==> src/rtl/fetch_pkg.sv <==
// Shared definitions for the instruction fetch unit: redirect kinds, FSM states, word size.
// FETCH_ALIGN_CHECK_EN adds the S_FAULT state used for misaligned redirect targets.
package fetch_pkg;

   localparam int WORD_BYTES = 4;

   localparam logic [1:0] RK_BRANCH = 2'd0;
   localparam logic [1:0] RK_JUMP   = 2'd1;
   localparam logic [1:0] RK_JR     = 2'd2;

`ifdef FETCH_ALIGN_CHECK_EN
   typedef enum logic [2:0] {S_IDLE, S_REQ, S_WAIT, S_HOLD, S_FAULT} fetch_state_t;
`else
   typedef enum logic [1:0] {S_IDLE, S_REQ, S_WAIT, S_HOLD} fetch_state_t;
`endif

   // Branch immediates count words, so the byte offset is the sign-extended value times four.
   function automatic logic [31:0] branch_offset(input logic [15:0] imm);
      return {{14{imm[15]}}, imm, 2'b00};
   endfunction

endpackage

==> src/rtl/pc_next_calc.sv <==
// Combinational next-PC selection for a consumed instruction (fall-through or redirect target).
// With FETCH_ALIGN_CHECK_EN the raw target is passed through and flagged; otherwise it is word-aligned.
module pc_next_calc
   import fetch_pkg::*;
#(
   parameter int JUMP_REGION_BITS = 4
) (
   input  logic [31:0] instr_pc,
   input  logic [31:0] pc_plus4,
   input  logic        redirect_valid,
   input  logic [1:0]  redirect_kind,
   input  logic [15:0] branch_imm,
   input  logic [25:0] jump_addr,
   input  logic [31:0] jr_target,
`ifdef FETCH_ALIGN_CHECK_EN
   output logic        misaligned,
`endif
   output logic [31:0] next_pc
);

   // j/jal keeps the top JUMP_REGION_BITS of pc_plus4 and fills the rest from the address field.
   localparam logic [31:0] REGION_MASK = ~((32'h1 << (32 - JUMP_REGION_BITS)) - 32'h1);

   logic [31:0] target;
   logic        taken;

   always_comb begin
      target = pc_plus4;
      taken  = 1'b0;
      if (redirect_valid) begin
         case (redirect_kind)
            RK_BRANCH: begin
               target = instr_pc + 32'(WORD_BYTES) + branch_offset(branch_imm);
               taken  = 1'b1;
            end
            RK_JUMP: begin
               target = (pc_plus4 & REGION_MASK) | ({4'b0000, jump_addr, 2'b00} & ~REGION_MASK);
               taken  = 1'b1;
            end
            RK_JR: begin
               target = jr_target;
               taken  = 1'b1;
            end
            default: ;
         endcase
      end
   end

`ifdef FETCH_ALIGN_CHECK_EN
   assign misaligned = taken && (target[1:0] != 2'b00);
   assign next_pc    = target;
`else
   assign next_pc    = taken ? (target & 32'hFFFF_FFFC) : target;
`endif

endmodule

==> src/rtl/instruction_fetch_unit.sv <==
// Fetch unit: holds the PC, issues one imem request per instruction and buffers it for the decoder.
// Optional macro FETCH_ALIGN_CHECK_EN adds fetch_misaligned and a sticky fault state.
module instruction_fetch_unit
   import fetch_pkg::*;
#(
   parameter logic [31:0] RESET_PC         = 32'h0000_0000,
   parameter int          JUMP_REGION_BITS = 4
) (
   input  logic        clk,
   input  logic        reset,
   output logic        imem_req_valid,
   input  logic        imem_req_ready,
   output logic [31:0] imem_addr,
   input  logic        imem_rsp_valid,
   input  logic [31:0] imem_rsp_data,
   output logic        instr_valid,
   input  logic        instr_ready,
   output logic [31:0] instruction,
   output logic [31:0] instr_pc,
   output logic [31:0] pc_plus4,
`ifdef FETCH_ALIGN_CHECK_EN
   output logic        fetch_misaligned,
`endif
   input  logic        redirect_valid,
   input  logic [1:0]  redirect_kind,
   input  logic [15:0] branch_imm,
   input  logic [25:0] jump_addr,
   input  logic [31:0] jr_target
);

   fetch_state_t state;
   logic [31:0]  pc;
   logic [31:0]  next_pc;
`ifdef FETCH_ALIGN_CHECK_EN
   logic         misaligned;
`endif

   assign imem_addr = pc;

   pc_next_calc #(
      .JUMP_REGION_BITS(JUMP_REGION_BITS)
   ) u_pc_next_calc (
      .instr_pc       (instr_pc),
      .pc_plus4       (pc_plus4),
      .redirect_valid (redirect_valid),
      .redirect_kind  (redirect_kind),
      .branch_imm     (branch_imm),
      .jump_addr      (jump_addr),
      .jr_target      (jr_target),
`ifdef FETCH_ALIGN_CHECK_EN
      .misaligned     (misaligned),
`endif
      .next_pc        (next_pc)
   );

   // One request in flight at most; the PC only advances when the decoder takes the buffered word,
   // so responses seen outside S_WAIT (e.g. after a reset abandoned a request) fall on the floor.
   always_ff @(posedge clk or posedge reset) begin
      if (reset) begin
         state          <= S_IDLE;
         pc             <= RESET_PC;
         imem_req_valid <= 1'b0;
         instr_valid    <= 1'b0;
         instruction    <= 32'h0;
         instr_pc       <= 32'h0;
         pc_plus4       <= 32'h0;
`ifdef FETCH_ALIGN_CHECK_EN
         fetch_misaligned <= 1'b0;
`endif
      end else begin
         case (state)
            S_IDLE: begin
               state          <= S_REQ;
               imem_req_valid <= 1'b1;
            end
            S_REQ: begin
               if (imem_req_ready) begin
                  state          <= S_WAIT;
                  imem_req_valid <= 1'b0;
               end
            end
            S_WAIT: begin
               if (imem_rsp_valid) begin
                  instruction <= imem_rsp_data;
                  instr_pc    <= pc;
                  pc_plus4    <= pc + 32'(WORD_BYTES);
                  instr_valid <= 1'b1;
                  state       <= S_HOLD;
               end
            end
            S_HOLD: begin
               if (instr_ready) begin
                  instr_valid <= 1'b0;
                  pc          <= next_pc;
`ifdef FETCH_ALIGN_CHECK_EN
                  if (misaligned) begin
                     state            <= S_FAULT;
                     fetch_misaligned <= 1'b1;
                  end else
`endif
                  begin
                     state          <= S_REQ;
                     imem_req_valid <= 1'b1;
                  end
               end
            end
`ifdef FETCH_ALIGN_CHECK_EN
            S_FAULT: ;
`endif
            default: state <= S_IDLE;
         endcase
      end
   end

endmodule

==> config.mk <==
export PLATFORM = sky130hd
export DESIGN_NAME = instruction_fetch_unit
export DESIGN_NICKNAME = d
export VERILOG_FILES = /design/src/rtl/fetch_pkg.sv /design/src/rtl/pc_next_calc.sv /design/src/rtl/instruction_fetch_unit.sv
export SDC_FILE = /design/constraint.sdc
export NUM_CORES = 1
export LEC_CHECK = 0
export ABC_CLOCK_PERIOD_IN_PS = 5640
export BUFFER_PORTS_ARGS = -buffer_cell sky130_fd_sc_hd__buf_2
export CAP_MARGIN = 15
export CORE_MARGIN = 2
export CORE_UTILIZATION = 53
export CTS_CLUSTER_DIAMETER = 60
export DETAILED_ROUTE_END_ITERATION = 8
export PLACE_DENSITY = 0.83
export REMOVE_ABC_BUFFERS = 1
export SLEW_MARGIN = 10
export SYNTH_ARGS = -nofsm -noshare
export SYNTH_HDL_FRONTEND = slang
export SYNTH_SLANG_ARGS = --single-unit
==> constraint.sdc <==
create_clock -name clk -period 5.64 [get_ports clk]
set_clock_uncertainty 0.2 [all_clocks]
set_input_delay 0.564 -clock clk [delete_from_list [all_inputs] [get_ports clk]]
set_output_delay 0.564 -clock clk [all_outputs]
set_load 0.01 [all_outputs]
==> metrics.txt <==
Tcrit/Tclk final=0.6012; # H-tree levels=4; Worst-Margin Slew=about 1.0 ns; CTS root buffer=clkbuf_16; Worst IR Drop VDD=approximately 0.27 mV; post-synth cell types=66; Final Instance Area=10,170 sq um; Req. time, crit path=around 5.8 ns; Core ar.=~15,000 sq um; hold buffer count at CTS=0; Tmin final=approximately 3.4 ns; Layout area overhead=22.44%; die span in x=about 130 um; wire length per cell=around 18 um; Top Ports=between 200 and 250; Pins Over Slew Limit=0; postcts setup bufs=0; CTS sink cnt=130; full die area=16,690 sq um; maxcap violations=0; CP Launch Type=flop; Finish-stage setup viols=0; f_max=just under 0.3 GHz; fin nets=around 1,400; GRT Total Usage=0.3094; RR Startpoint=instr_pc[3]; R2R Path End=imem_addr[31]; PwrDens=548.5 nW/um^2; crit-path max FO=5; Skew-Pair Late Insertion Delay=roughly 0.43 ns; Total Wirelength=25.57 mm; via count=between 8,000 and 9,000; DR DRC count=0; largest net degree at the start of global routing=71; layout cells sized above 1=0.2431; synthesized area per cell=8.241 sq um; FILL cells=1,302; Ys Warns=0; Starting Density=0.5444; Syn Inst Count=between 1,000 and 1,500; status=finished, final reports clean; Die Span Y=129.2 um; Worst R2R Path Depth=11; Port Buffers=between 200 and 250; initial antenna violation count=3; Clock Tree Buf Depth=2; RSZ-0062 raised after global routing=false; ys flop type=dfrtp_1; vias in the first global route=between 7,000 and 8,000; clock-pin slew on the worst setup and hold paths=0.06 ns; setup_tns=0 ns; Post-Syn Area=around 8300 sq um; DRT antenna net count=0; detailed placement HPWL=~18 mm; crit end category=flop; Crit path arrival time=about 3.5 ns; register area share after synthesis=0.3916; Post-CTS Resized=0; WHS=0.05359 ns; global route total overflow=0; Pre-antenna DRT Iters=5; FP Rows=45; area of the multi-input gates=4721 sq um; number of synthesized flops with an enable pin=0; GP Congestion=0.9575; final hold violation count=0; Iter 0 DRT Violations=just under 700; Num CTS Buffers=17; P_leak=0.005208 uW; FF-to-FF setup slack=2.25 ns; Vias/cell=5.727; Post-DP Area=9593 sq um; hold crit path type=primary input to async pin; CTS tree=built; async set-reset flop share out of synthesis=1.000; Synth Register Bits=130; Slew HR=0.3214; first-pass GRT wire length=about 40 mm; Setup Crit Path Kind=flop to flop; sequential standard cell area=3253 sq um
-- metrics by stage --
stage / power [uW] / worst slack, ns / std cells / utilization
2_1_floorplan: 3456 / 1.407 / 953 / -
3_3_place_gp: 4374 / 2.130 / 1413 / 0.6287
3_5_place_dp: 4450 / 2.026 / 1413 / 0.6287
4_1_cts: 5559 / 2.270 / 1445 / 0.6663
5_1_grt: 5998 / 2.067 / 1447 / 0.6666
6_report: 5579 / 2.249 / 1447 / 0.6666
-- critical path, cell delays in order, from the launching register on --
cell and delay, ns:
dfrtp_1 0.40, ha_1 0.29, ha_1 0.19, inv_1 0.07, fa_1 0.37, and2b_1 0.28, o2111ai_2 0.25, a311oi_4 0.36
nand2_1 0.21, a211oi_1 0.39, nor4_1 0.09, nand3b_1 0.17
-- sequential cells by signal, indices dropped and copies added, names as in the netlist --
| register | flops |
|---|---|
| imem_addr | 32 |
| imem_req_valid | 1 |
| instr_pc | 32 |
| instr_valid | 1 |
| instruction | 32 |
| pc_plus4 | 30 |
| state | 2 |
-- routing by layer --
layer	part of all wire	up-vias	wire, um	track usage
met1	0.43	3930	10960	0.4094
met3	0.073	60	1868	0.06482
li1	-	3944	-	-
met5	0	-	0	0
met2	0.47	353	11970	0.4950
met4	0.030	0	774	0.1317
-- power breakdown --
group          total [uW]  internal (uW)  switching [uW]
sequential           1790           1350             443
clock                1090            618             474
combinational        2700           1090            1610
total                5580           3050            2530
-- area by class of cell --
class / instances / share of cell area
multi-input combinational: 800 / 0.4641
sequential: 130 / 0.3198
timing repair buffer: 249 / 0.1245
clock buffer: 17 / 0.04183
tap: 211 / 0.02596
clock inverter: 15 / 0.01452
inverter: 23 / 0.008734
antenna: 2 / 0.0004921
-- kinds of logic after synthesis --
group | after synthesis | share of synthesized area
AO/OA/AOI/OAI | 248 | 0.1919
adder cells (fa/ha/maj) | 63 | 0.09580
multiplexers | 5 | 0.006025
XOR/XNOR | 45 | 0.04745
flip-flops | 130 | 0.3916
buffers and inverters | 78 | 0.04187
AND/OR/NAND/NOR | 439 | 0.2253
-- cell usage in the layout, fill, tap and decap left out, types with 9 or more instances in the layout --
cell and count:
a21o_1 9, a21oi_1 47, a22o_1 9, buf_2 241, clkbuf_16 17, dfrtp_1 130
ha_1 62, inv_1 22, nand2_1 291, nand3_1 22, nand4_1 12, nor2_1 43
nor3_1 23, o21a_1 10, o21ai_0 97, o22ai_1 10, xnor2_1 19, xor2_1 26
-- synth_stat cells (19+ instances only) --
cell,count,share of area
o21ai_0,97,0.058
inv_1,23,0.010
ha_1,62,0.093
nand3_1,22,0.013
clkbuf_1,39,0.018
dfrtp_1,130,0.39
xnor2_1,19,0.020
xor2_1,26,0.027
nand2_1,292,0.13
a21oi_1,47,0.028
nor2_1,44,0.020
nor3_1,23,0.014
-- how the worst max path moves through the flow --
stage / startpoint / depth (start not counted) / slack [ns] / to
after floorplan: reset / 1 / 1.41 / imem_addr[0]
after global placement: branch_imm[1] / 12 / 2.13 / imem_addr[31]
after detailed placement: branch_imm[1] / 12 / 2.03 / imem_addr[31]
after CTS: instr_pc[3] / 11 / 2.27 / imem_addr[31]
after global routing: instr_pc[2] / 13 / 2.07 / imem_addr[31]
final: instr_pc[3] / 11 / 2.25 / imem_addr[31]
(Power assumes the default switching activity.)
